--- src/rtl/bcd_pulse_gen.sv ---
// -----------------------------------------------------------------------------
// bcd_pulse_gen
//   Calibrated pulse source: loads an N-digit BCD count and emits exactly that
//   many pulses inside a gate window, one pulse every PERIOD clock cycles. The
//   gate_o/pulse_out_o pair drives a gated BCD frequency counter, which then
//   reads back the loaded count.
//
// Ports
//   sclk_i       system clock, all logic on the rising edge
//   rst_i        synchronous reset, active-high
//   start_i      one-cycle request, sampled only in IDLE
//   stop_i       abort, sampled only in RUN
//   bcd_in_i     pulse count N (BCD, digit 0 in [3:0])
//   period_i     clock cycles per pulse P (0 behaves as 1)
//   gate_o       high for the whole generation window (N*P cycles)
//   pulse_out_o  high on the first cycle of every period while the gate is open
//   busy_o       high while generating
//   done_o       one-cycle strobe on normal completion
//   err_o        invalid BCD at start, sticky until the next accepted start
//   remaining_o  BCD count of pulses not yet emitted
// -----------------------------------------------------------------------------
module bcd_pulse_gen #(
  parameter int DIGITS = 8,
  parameter int DIV_W  = 16
) (
  input  logic                  sclk_i,
  input  logic                  rst_i,
  input  logic                  start_i,
  input  logic                  stop_i,
  input  logic [4*DIGITS-1:0]   bcd_in_i,
  input  logic [DIV_W-1:0]      period_i,
  output logic                  gate_o,
  output logic                  pulse_out_o,
  output logic                  busy_o,
  output logic                  done_o,
  output logic                  err_o,
  output logic [4*DIGITS-1:0]   remaining_o
);

  localparam int CW = 4 * DIGITS;

  typedef enum logic {
    IDLE = 1'b0,
    RUN  = 1'b1
  } state_e;

  state_e            state_q;
  logic [DIV_W-1:0]  period_m1_q;   // effective period minus one (P=0 folded to P=1)
  logic [DIV_W-1:0]  div_q;         // divider value of the cycle currently on the outputs
  logic [DIV_W-1:0]  div_d;
  logic [CW-1:0]     rem_q;
  logic [CW-1:0]     rem_dec_d;     // rem_q minus one, in BCD
  logic [CW-1:0]     load_dec_d;    // bcd_in_i minus one, in BCD (first pulse at load)
  logic [DIV_W-1:0]  load_pm1_d;
  logic              gate_q;
  logic              pulse_q;
  logic              busy_q;
  logic              done_q;
  logic              err_q;

  // True when every nibble is a legal decimal digit.
  function automatic logic bcd_valid(input logic [CW-1:0] v);
    logic ok;
    ok = 1'b1;
    for (int i = 0; i < DIGITS; i++) begin
      if (v[4*i +: 4] > 4'd9) ok = 1'b0;
    end
    return ok;
  endfunction

  // Per-digit BCD decrement with borrow; a zero count is left at zero.
  function automatic logic [CW-1:0] bcd_dec(input logic [CW-1:0] v);
    logic [CW-1:0] r;
    logic          borrow;
    r      = v;
    borrow = (v != '0);
    for (int i = 0; i < DIGITS; i++) begin
      if (borrow) begin
        if (r[4*i +: 4] == 4'd0) begin
          r[4*i +: 4] = 4'd9;
        end else begin
          r[4*i +: 4] = r[4*i +: 4] - 4'd1;
          borrow      = 1'b0;
        end
      end
    end
    return r;
  endfunction

  // NOTE: every variable gets a value at the top of the block so no path leaves
  // it unassigned; otherwise synthesis infers a latch.
  always_comb begin
    div_d      = (div_q == period_m1_q) ? '0 : div_q + DIV_W'(1);
    rem_dec_d  = bcd_dec(rem_q);
    load_dec_d = bcd_dec(bcd_in_i);
    load_pm1_d = (period_i == '0) ? '0 : period_i - DIV_W'(1);
  end

  // NOTE: sequential state uses non-blocking assignments so every register samples
  // the pre-edge values, independent of statement order.
  always_ff @(posedge sclk_i) begin
    if (rst_i) begin
      state_q     <= IDLE;
      period_m1_q <= '0;
      div_q       <= '0;
      rem_q       <= '0;
      gate_q      <= 1'b0;
      pulse_q     <= 1'b0;
      busy_q      <= 1'b0;
      done_q      <= 1'b0;
      err_q       <= 1'b0;
    end else begin
      done_q <= 1'b0;
      case (state_q)
        IDLE: begin
          pulse_q <= 1'b0;
          if (start_i) begin
            err_q       <= 1'b0;
            period_m1_q <= load_pm1_d;
            div_q       <= '0;
            if (!bcd_valid(bcd_in_i)) begin
              err_q <= 1'b1;
              rem_q <= '0;
            end else if (bcd_in_i == '0) begin
              done_q <= 1'b1;
              rem_q  <= '0;
            end else begin
              // The first pulse is emitted on the very first gate cycle, so the
              // count already shows one pulse spent.
              state_q <= RUN;
              gate_q  <= 1'b1;
              busy_q  <= 1'b1;
              pulse_q <= 1'b1;
              rem_q   <= load_dec_d;
            end
          end
        end

        RUN: begin
          if (stop_i) begin
            // Abort wins over completion; remaining keeps the unsent count.
            state_q <= IDLE;
            gate_q  <= 1'b0;
            pulse_q <= 1'b0;
            busy_q  <= 1'b0;
          end else begin
            div_q <= div_d;
            if (div_d == '0) begin
              if (rem_q == '0) begin
                // Last period has completed: close the gate after exactly N*P cycles.
                state_q <= IDLE;
                gate_q  <= 1'b0;
                pulse_q <= 1'b0;
                busy_q  <= 1'b0;
                done_q  <= 1'b1;
              end else begin
                pulse_q <= 1'b1;
                rem_q   <= rem_dec_d;
              end
            end else begin
              pulse_q <= 1'b0;
            end
          end
        end

        default: state_q <= IDLE;
      endcase
    end
  end

  assign gate_o      = gate_q;
  assign pulse_out_o = pulse_q;
  assign busy_o      = busy_q;
  assign done_o      = done_q;
  assign err_o       = err_q;
  assign remaining_o = rem_q;

endmodule

--- config.mk ---
export PLATFORM = sky130hd
export DESIGN_NAME = bcd_pulse_gen
export DESIGN_NICKNAME = d
export VERILOG_FILES = /design/src/rtl/bcd_pulse_gen.sv
export SDC_FILE = /design/constraint.sdc
export NUM_CORES = 1
export LEC_CHECK = 0
export CORE_MARGIN = 2
export CORE_UTILIZATION = 58
export CTS_CLUSTER_SIZE = 24
export DETAILED_ROUTE_END_ITERATION = 16
export PLACE_DENSITY = 0.87
export REMOVE_ABC_BUFFERS = 1
export SLEW_MARGIN = 20
export SYNTH_ARGS = -nofsm -noshare
export SYNTH_HDL_FRONTEND = slang
export SYNTH_SLANG_ARGS = --single-unit
--- constraint.sdc ---
create_clock -name sclk_i -period 3.9 [get_ports sclk_i]
set_input_delay 0.585 -clock sclk_i [delete_from_list [all_inputs] [get_ports sclk_i]]
set_output_delay 0.585 -clock sclk_i [all_outputs]
set_load 0.02 [all_outputs]
# ---- Word level (Yosys, flattened, before mapping)
# Index checks and enable logic that the tools add are counted.
dict set report word_totals {
  ramBits 0
  latch_bits 0
  regBits 69
  wordCells 200
  mem_count 0
  romBits 0
}
dict set report classes {
  n_eq_ne 17
  mux 108
  order_cmp 8
  n_div 0
  n_mul 0
  shifts 0
  add_sub_neg 18
  n_bitwise 1
  reduce_logical 33
}
# cell n
set ops {}
lappend ops {{$mux W32} 6}
lappend ops {{$mux W4} 32}
lappend ops {{$logic_not A32 Y1} 2}
lappend ops {{$logic_not A4 Y1} 16}
lappend ops {{$mux W16} 4}
lappend ops {{$pmux W32 S2} 1}
lappend ops {{$reduce_bool A32 Y1} 2}
lappend ops {{$sub A4 B1 Y4 const B} 16}
lappend ops {{$mux W1} 60}
lappend ops {{$reduce_and A5 Y1} 9}
lappend ops {{$gt A4 B4 Y1 const B} 8}
lappend ops {{$logic_not A16 Y1} 2}
lappend ops {{$pmux W16 S2} 1}
lappend ops {{$ne A2 B1 Y1 const B} 9}
lappend ops {{$add A16 B1 Y16 const B} 1}
lappend ops {{$eq A16 B16 Y1} 1}
lappend ops {{$sub A16 B1 Y16 const B} 1}
lappend ops {{$ne A2 B2 Y1 const B} 5}
lappend ops {{$pmux W1 S2} 4}
lappend ops {{$ne A3 B2 Y1 const B} 2}
lappend ops {{$reduce_and A2 Y1} 2}
lappend ops {{$not A1 Y1} 1}

# ---- Logic depth before layout (Yosys ltp)
# Gate-level depths: netlist (run 1).
dict set report depth {
  depth_word 15
  ltp_mapped 10
}

# ---- Worst setup path before layout (run 1)
# No wires, ideal clock.
dict set report synth_path {
  kind {in2reg}
  startpoint {in bcd_in_i[17]}
  endpoint {reg rem_q[28], in the netlist remaining_o[28]}
  setup_time_ns 0.088
  t_arrival_ns 2.646
  path_buffers 0
  cell_stages 7
  setup_slack_ns 1.166
  cell_sequence {or4_4 or3_4 nor4_4 nand3_4 xor2_1 o22a_1 a311oi_2}
}
dict set report synth_between {
  elab_chain_len 13
  elab_cells_between_ends 24
  classes_between {order compare (1); mux (20); reduce/logical (3)}
}
# element line
set synth_rtl {}
lappend synth_rtl {{from (decl)} 30} ;# input logic [4*DIGITS-1:0] bcd_in_i,
lappend synth_rtl {{$reduce_bool A32 Y1} 76} ;# borrow = (v != '0);
lappend synth_rtl {{$mux W1 (7 in a row)} 78} ;# if (borrow) begin
lappend synth_rtl {{$mux W4} 78}
lappend synth_rtl {{$mux W32} 124} ;# end else if (bcd_in_i == '0) begin
lappend synth_rtl {{$mux W32 (*)} 121} ;# if (!bcd_valid(bcd_in_i)) begin
lappend synth_rtl {{$mux W32 (*)} 117} ;# if (start_i) begin
lappend synth_rtl {{$pmux W32 S2 (*)} 114} ;# case (state_q)
lappend synth_rtl {{to (signal assigned)} 134} ;# rem_q <= load_dec_d;
lappend synth_rtl {{to (signal assigned)} 158} ;# rem_q <= rem_dec_d;
lappend synth_rtl {{to (decl)} 51} ;# logic [CW-1:0] rem_q;
# Every way passes the cells marked *; elsewhere a longest branch is shown, timed or not. The select of a mux whose other input is x is not followed.
# A chain may end at the register's enable or synchronous reset.

# ---- Final worst setup path (run 1)
dict set report layout_path {
  startpoint {in bcd_in_i[25]}
  endpoint {reg rem_q[27], in the netlist remaining_o[27]}
}
dict set report layout_between {
  elab_chain_len 12
  elab_cells_between_ends 22
  classes_between {add/sub (1); order compare (1); mux (17); reduce/logical (3)}
}
# element line
set layout_rtl {}
lappend layout_rtl {{$reduce_bool A32 Y1} 76}
lappend layout_rtl {{$mux W1 (6 in a row)} 78}
lappend layout_rtl {{$mux W4} 78}
lappend layout_rtl {{$mux W32} 124}
lappend layout_rtl {{$mux W32 (*)} 121}
lappend layout_rtl {{$mux W32 (*)} 117}
lappend layout_rtl {{$pmux W32 S2 (*)} 114}
# Marked as above.

==> run metrics, run 1 <==
status finished clean; Sw Share 0.2863; Area contributors post-synth dfxtp_1, nor2_1, a21oi_1; Relative slew margins 0.3623; Top Ports 89; number of synthesized flops with an enable pin 0; Final HPWL DP roughly 10000 um; Crit Path Max Fanout 16; Syn Area/Cell about 7.5 um^2; WL met1 approximately 5800 um; CTS tree done; prevailing post-synth register cell dfxtp_1; pre-CTS setup slack between 0.15 and 0.2 ns; uppermost layer routed met4; CTS root buf clkbuf_8; GPL Wtd Cong 0.8968; post-CTS sizing 0; cell-internal power 1.200 mW; Tot GR Track Use 0.3116; clock buffer depth 2; Final Worst Setup Slack about 0.38 ns; crit path time final 3.521 ns; Setup Skew 0.008078 ns; Ys Warns 0; hold crit path type reg -> reg; final setup vio count 0; WL met2 approximately 7000 um; total power about 1.7 mW; max cap viols 0; Hold Slack approximately 0.52 ns; Synth area leader dfxtp_1; Worst Tran Pin Value about 0.95 ns; Pwr Density 278.7 nW/um^2; final hold violations 0; hold_buf cts 0; DR WL met3 about 1100 um; drt first pass iters 5; Fillers approximately 670; Crit Path Class in -> reg; Clock power frac 0.348; area delta synth->final 21.31%; drt wl/cell 16.75 um; port bufs 88; # Post-CTS Setup Buffers 0; DRT antenna net count 0; share of cells above drive strength 1 0.06377; crit path DAT 3.76 ns; Congestion Overflow GR 0; final-report max-slew violation count 0; # rows 33; CP Data Required Time 4.14 ns; number of CTS-inserted buffers 9; clk_lat worst skew 0.35 ns; synthesized flop and latch total 69; largest net degree at the start of global routing slightly above 60; vias in the first global route 5074; global-route wire length before repair ~23000 um; # DRC 0; Comb power frac 0.198; async set-or-reset flop fraction in the synthesized netlist 0; CTS Sinks 69; RSZ-0062 raised after global routing false; Initial DRC Count approximately 400; Via-to-Cell Ratio 6.470; Initial Utilization 0.6021; vias approximately 5400; CTS clk-pin slew, worst paths roughly 0.070 ns; H-tree levels 3; post-synthesis sequential area ratio 0.2778; nets@finish 789; die area 9330 um^2; Die W 96.59 um; final setup TNS 0 ns; Syn Std Cell Area a little under 5000 um^2; Crit. End Element flip-flop; P_sw roughly 480 uW; Leakage between 2 and 2.5 nW; initial antenna violation count 0; sequential share of power 0.454; Die Y between 90 and 100 um; drt total wl around 14000 um; period utilization 0.9028; Yosys top cell area share 0.2778; FMAX around 280 MHz; core area roughly 8300 um^2; Peak VDD IR approximately 0.15 mV; antenna diode count 0; Synth cell types 74; startpoint class of the critical path primary input; Post-Syn Instances between 600 and 700
-- cell families after synthesis --
family          Yosys count  synth area share
buf+inv                  52           0.05259
flops                    69            0.2778
simple gates            282            0.2932
fa+ha+maj                 2          0.005032
xor+xnor                 46           0.08103
compound gates          205            0.2720
mux                       9           0.01837
-- layout make-up --
type | instances | area [um^2] | area share
multi-input cells | 544 | 3329 | 0.5520
repair buffers | 99 | 958.4 | 0.1589
inverters | 12 | 45.04 | 0.007467
flip-flops and latches | 69 | 1381 | 0.2290
well taps | 105 | 131.4 | 0.02178
clock buffers | 11 | 151.4 | 0.02510
clock inverters | 2 | 35.03 | 0.005808
-- path summary, 6_finish.rpt --
check,slack [ns],endpoint,depth (start not counted),startpoint
min,0.52,period_m1_q[14],2,period_m1_q[14]
max reg2reg,0.67,remaining_o[22],9,div_q[0]
max,0.38,remaining_o[27],9,bcd_in_i[25]
min reg2reg,0.52,period_m1_q[14],2,period_m1_q[14]
-- placed cells by master, fill, tap and decap left out, types with 16 or more instances in the layout --
cell type,instances
nor3_1,43
nor2_1,88
dfxtp_1,69
clkdlybuf4s50_1,87
o21ai_0,42
xor2_1,30
a22oi_1,17
nor4_1,16
nand2_1,45
a21oi_1,63
xnor2_1,16
-- critical path, cell delays in order --
cell	delay, ns
clkdlybuf4s50_1	0.50
or4_4	0.58
nor4_1	0.56
nand4_1	0.33
nand2_1	0.53
buf_4	0.29
a21oi_1	0.07
o31ai_1	0.24
a21oi_1	0.06
-- per-stage QoR --
| step | utilization | instance area (um^2) | instances |
|---|---|---|---|
| 2_1_floorplan | - | 4756 | 625 |
| 3_3_place_gp | 0.7079 | 5846 | 829 |
| 3_5_place_dp | 0.7079 | 5846 | 829 |
| 4_1_cts | 0.7305 | 6032 | 842 |
| 5_1_grt | 0.7305 | 6032 | 842 |
| 6_report | 0.7305 | 6032 | 842 |
-- layer usage --
metal / global-route usage / up-vias
li1: - / 2608
met1: 0.3909 / 2551
met2: 0.5289 / 244
met3: 0.05120 / 45
met4: 0.1326 / 0
met5: 0 / -
-- power groups by stage --
| stage | combinational (mW) | sequential, mW | clock (mW) |
|---|---|---|---|
| finish | 0.333 | 0.764 | 0.584 |
| CTS | 0.329 | 0.763 | 0.583 |
| floorplan | 0.150 | 0.790 | 0 |
| global route | 0.362 | 0.767 | 0.613 |
| detailed placement | 0.327 | 0.779 | 0 |
| global placement | 0.317 | 0.777 | 0 |
-- cells in the mapped netlist, types with 6 or more instances --
cell      count
nand2_1      45
nor4_1       16
nor2b_1       6
nand3_1      13
nand2b_1     10
o21ai_0      42
a22oi_1      17
clkbuf_1     26
or3_1        12
mux2i_1       8
nand4_1      12
o31ai_1       6
buf_2         6
xnor2_1      16
a211oi_1      8
o22ai_1       8
o221ai_1      6
and3_1        9
xor2_1       30
nor3_1       43
inv_1        11
a21oi_1      63
a311oi_1      7
o211a_1       7
nor2_1       88
a31oi_1       6
dfxtp_1      69
-- registers in the layout, indices dropped and copies added, names as in the netlist --
signal,cells
remaining_o,32
state_q,1
period_m1_q,16
div_q,16
busy_o,1
pulse_out_o,1
err_o,1
done_o,1
Power figures use the tool's default switching activity.
==> inputs of run 2 (changes only) <==
--- a/config.mk
+++ b/config.mk
@@ -6,10 +6,11 @@
 export NUM_CORES = 1
 export LEC_CHECK = 0
 export CORE_MARGIN = 2
-export CORE_UTILIZATION = 58
+export CORE_UTILIZATION = 70
 export CTS_CLUSTER_SIZE = 24
 export DETAILED_ROUTE_END_ITERATION = 16
-export PLACE_DENSITY = 0.87
+export DONT_BUFFER_PORTS = 1
+export PLACE_DENSITY = 0.86
 export REMOVE_ABC_BUFFERS = 1
 export SLEW_MARGIN = 20
 export SYNTH_ARGS = -nofsm -noshare
==> run 2 against run 1 <==
- hold slack worse by 0.22 ns
- sequential share of layout area is 4.0 points higher
- die area is 16% lower
==> run metrics, run 2 (same netlist as run 1, synthesis figures left out) <==
final setup TNS 0 ns; port bufs 0; CTS tree done; Largest register FFs 32; Crit. End Element flip-flop; CTS clk-pin slew, worst paths ~0.08 ns; max cap viols 0; hold crit path type in -> reg; Initial Utilization 0.7278; commonest non-fill, non-tap cell in the layout nor2_1; Peak VDD IR approximately 0.24 mV; CTS Sinks a little under 70; core area between 6000 and 7000 um^2; Via-to-Cell Ratio slightly below 7; Leakage approximately 1.9 nW; drt wl/cell around 18 um; crit-path max cell delay around 0.62 ns; # rows 30; crit path time final just over 3 ns; post-CTS sizing 0; largest net degree at the start of global routing 63; initial antenna violation count 0; GPL Wtd Cong around 1.0; share of cells above drive strength 1 0.07088; vias in the first global route roughly 4700; # Post-CTS Setup Buffers 0; DRT antenna net count 0; Relative slew margins 0.3517; # DRC 0; Pwr Density around 300 nW/um^2; area delta synth->final 3.397%; CP Data Required Time 4.15 ns; Tot GR Track Use 0.3423; H-tree levels 3; drt total wl 13100 um; vias slightly above 5000; status finished clean; r2r setup slk 0.82 ns; Die Y 88.28 um; Top Ports 89; hold_buf cts 0; startpoint class of the critical path flip-flop; leading cell types in the layout, fill and taps excluded nor2_1, dfxtp_1, a21oi_1; nets@finish 698; crit path DAT 3.33 ns; Final HPWL DP between 9000 and 10000 um; RSZ-0062 raised after global routing false; Worst Tran Pin Value just under 1 ns; CTS root buf clkbuf_8; number of CTS-inserted buffers 9; Crit Path Max Fanout 17; die area roughly 8000 um^2; period utilization 0.7909; Cell Chain, Critical Path ha_1 -> nand3_1 -> nor4_1 -> o211ai_1 -> nor4_2 -> a21boi_2 -> o21ai_2 -> a21oi_1 -> a311oi_1; fin util 0.7526; drt first pass iters 5; FMAX 324.2 MHz; final hold violations 0; clk_lat worst skew 0.35 ns; final setup vio count 0; Critical Path Slowest Stage Cell o21ai_2; Initial DRC Count about 370; Die W 88.28 um; final-report max-slew violation count 0; global-route wire length before repair approximately 21000 um; Crit Path Class reg -> reg; Congestion Overflow GR 0; Setup Skew about 0.013 ns; antenna diode count 0; clock buffer depth 2
run 2: cell count changes in the layout (fill, tap and decap cells not counted):
| cell | before | now |
|---|---|---|
| buf_4 | 11 | 8 |
| buf_2 | 1 | 0 |
| inv_6 | 0 | 2 |
| clkbuf_8 | 11 | 10 |
| clkdlybuf4s50_1 | 87 | 0 |
| clkinvlp_4 | 0 | 2 |
run 2: power breakdown:
part           switching, mW  internal (mW)  total, mW
Combinational          0.112         0.0822      0.194
Clock                  0.287          0.316      0.603
Sequential            0.0560          0.730      0.786
Total                  0.455           1.13       1.58
run 2: worst paths after layout:
check | startpoint | endpoint | depth (start not counted)
max | div_q[0] | remaining_o[26] | 9
max reg2reg | div_q[0] | remaining_o[26] | 9
min | rst_i | remaining_o[23] | 1
min reg2reg | div_q[15] | div_q[15] | 2
run 2: layout make-up:
class	instances	area, um^2
multi-input combinational	544	3329
tap	96	120.1
inverter	12	45.04
timing repair buffer	8	60.06
sequential	69	1381
fill	562	1690
clock buffer	10	137.6
clock inverter	6	67.56
run 2: stage by stage:
step / hold slack [ns] / power, mW / setup slack (ns) / cell area [um^2] / cells
3_3_place_gp: 0.5032 / 0.9836 / 0.8711 / 4936 / 729
6_report: 0.2995 / 1.583 / 0.8156 / 5141 / 745
3_5_place_dp: 0.5220 / 0.9904 / 0.8221 / 4936 / 729
4_1_cts: 0.2948 / 1.584 / 0.8567 / 5141 / 745
2_1_floorplan: 0.4839 / 0.9396 / 0.6717 / 4756 / 625
5_1_grt: 0.2920 / 1.641 / 0.4670 / 5141 / 745
run 2: critical path, delay by kind of cell (launching register included):
family	cells	cell delay [ns]
fa+ha+maj	1	0.28
flops	1	0.47
compound gates	5	1.40
simple gates	3	0.83
run 2: routing by layer:
| layer | routed length (um) | track usage |
|---|---|---|
| met2 | 6392 | 0.5789 |
| met5 | 0 | 0 |
| met1 | 5086 | 0.4014 |
| met3 | 1015 | 0.08302 |
| met4 | 603 | 0.1804 |
==> inputs of run 3 (changes only) <==
--- a/config.mk
+++ b/config.mk
@@ -6,11 +6,11 @@
 export NUM_CORES = 1
 export LEC_CHECK = 0
 export CORE_MARGIN = 2
-export CORE_UTILIZATION = 70
+export CORE_UTILIZATION = 65
 export CTS_CLUSTER_SIZE = 24
 export DETAILED_ROUTE_END_ITERATION = 16
 export DONT_BUFFER_PORTS = 1
-export PLACE_DENSITY = 0.86
+export PLACE_DENSITY = 0.81
 export REMOVE_ABC_BUFFERS = 1
 export SLEW_MARGIN = 20
 export SYNTH_ARGS = -nofsm -noshare
==> constraint.sdc (replaced) <==
create_clock -name sclk_i -period 2.86 [get_ports sclk_i]
set_input_delay 0.429 -clock sclk_i [delete_from_list [all_inputs] [get_ports sclk_i]]
set_output_delay 0.429 -clock sclk_i [all_outputs]
set_load 0.02 [all_outputs]
==> run 3 against run 2 <==
- die area grew 7.3%
- global-route usage shrank 1.6 points
- clock-buffer cell count shrank 1
- wire length grew 4.5%
- combinational power grew 45%
==> run metrics, run 3 (same netlist as run 1, synthesis figures left out) <==
Largest register FFs 32; crit path DAT 2.99 ns; global-route wire length before repair ~22000 um; Relative slew margins 0.3118; met2 Use GR 0.5423; vias in the first global route between 4000 and 5000; # rows 31; FMAX between 300 and 400 MHz; Tot GR Track Use 0.3265; met3 GRT Util 0.08963; number of CTS-inserted buffers 9; Die Y between 90 and 100 um; grt peak-use layer met2; crit path time final around 2.7 ns; commonest non-fill, non-tap cell in the layout nor2_1; port bufs 0; period utilization 0.9577; post-CTS sizing 0; Crit Path Max Fanout 21; clk_lat worst skew 0.36 ns; CP Data Required Time 3.12 ns; met1 usage 0.3838; drt total wl approximately 14000 um; Congestion Overflow GR 0; CTS root buf clkbuf_8; hold crit path type in -> reg; Via-to-Cell Ratio ~6.7; die area ~8400 um^2; GPL Wtd Cong slightly below 0.9; Initial Utilization 0.6783; total power 2.270 mW; Setup Skew between 0.008 and 0.009 ns; area delta synth->final 6.618%; Final HPWL DP about 9600 um; Peak VDD IR between 0.2 and 0.3 mV; drt first pass iters 7; Pwr Density roughly 430 nW/um^2; Worst Tran Pin Value 1.029 ns; Crit. End Element flip-flop; leading cell types in the layout, fill and taps excluded nor2_1, dfxtp_1, a21oi_1; antenna diode count 0; Top Ports 89; Die W 91.46 um; startpoint class of the critical path flip-flop; core area around 7300 um^2; final-report max-slew violation count 0; final setup vio count 0; Initial DRC Count around 360; fin util 0.7232; largest net degree at the start of global routing between 60 and 70; final hold violations 0; max cap viols 0; Final Non-Filler Cells ~760; vias approximately 5100; Leakage ~1.9 nW; share of cells above drive strength 1 0.09819; CTS clk-pin slew, worst paths ~0.08 ns; # Post-CTS Setup Buffers 0; CTS Sinks 69; H-tree levels 3; hold_buf cts 0; DRT antenna net count 0; initial antenna violation count 0; drt wl/cell approximately 18 um; clock buffer depth 2; status finished clean; Cells after DPL ~750; nets@finish 711; CTS tree done; Crit Path Class reg -> reg; # DRC 0
## run 3: cell type report
| cell class | instances | area [um^2] |
|---|---|---|
| inverters | 12 | 45.04 |
| clock buffers | 9 | 123.9 |
| well taps | 99 | 123.9 |
| multi-input cells | 544 | 3348 |
| flip-flops and latches | 69 | 1388 |
| clock inverters | 7 | 98.84 |
| repair buffers | 21 | 173.9 |
| fillers | 576 | 2029 |
## run 3: worst paths after layout
path	from	end	slack, ns	cells after the start
setup / recovery	div_q[0]	remaining_o[12]	0.12	10
hold / removal	rst_i	remaining_o[11]	0.13	1
setup reg to reg	div_q[0]	remaining_o[12]	0.12	10
hold reg to reg	period_m1_q[14]	period_m1_q[14]	0.53	2
## run 3: critical path, cell delays in order (launching register included)
cell,delay [ns]
dfxtp_1,0.32
buf_4,0.16
and4_4,0.17
a211o_1,0.29
a2111o_1,0.45
nor4_4,0.30
a21boi_4,0.15
o21ai_1,0.20
buf_6,0.21
nand2_1,0.12
a31o_2,0.26
## run 3: per-stage QoR
stage                     setup slack [ns]   TNS (ns)  hold slack (ns)  instance area (um^2)
after global placement              0.1998          0           0.4991                  5050
after global routing             -0.009153  -0.009153           0.1128                  5301
after detailed placement           0.04504          0           0.5076                  5050
after floorplan                    -0.3683     -3.120           0.4839                  4756
after CTS                          0.01884          0           0.1292                  5273
final                               0.1211          0           0.1263                  5301
## run 3: report_power, final
group	switching [mW]	internal, mW
logic	0.159	0.122
clock network	0.427	0.495
registers	0.0722	0.995
## run 3: layer usage
layer	vias up	routed length, um
li1	2453	-
met1	2390	5414
met2	233	6724
met3	47	1044
met4	0	503
met5	-	0
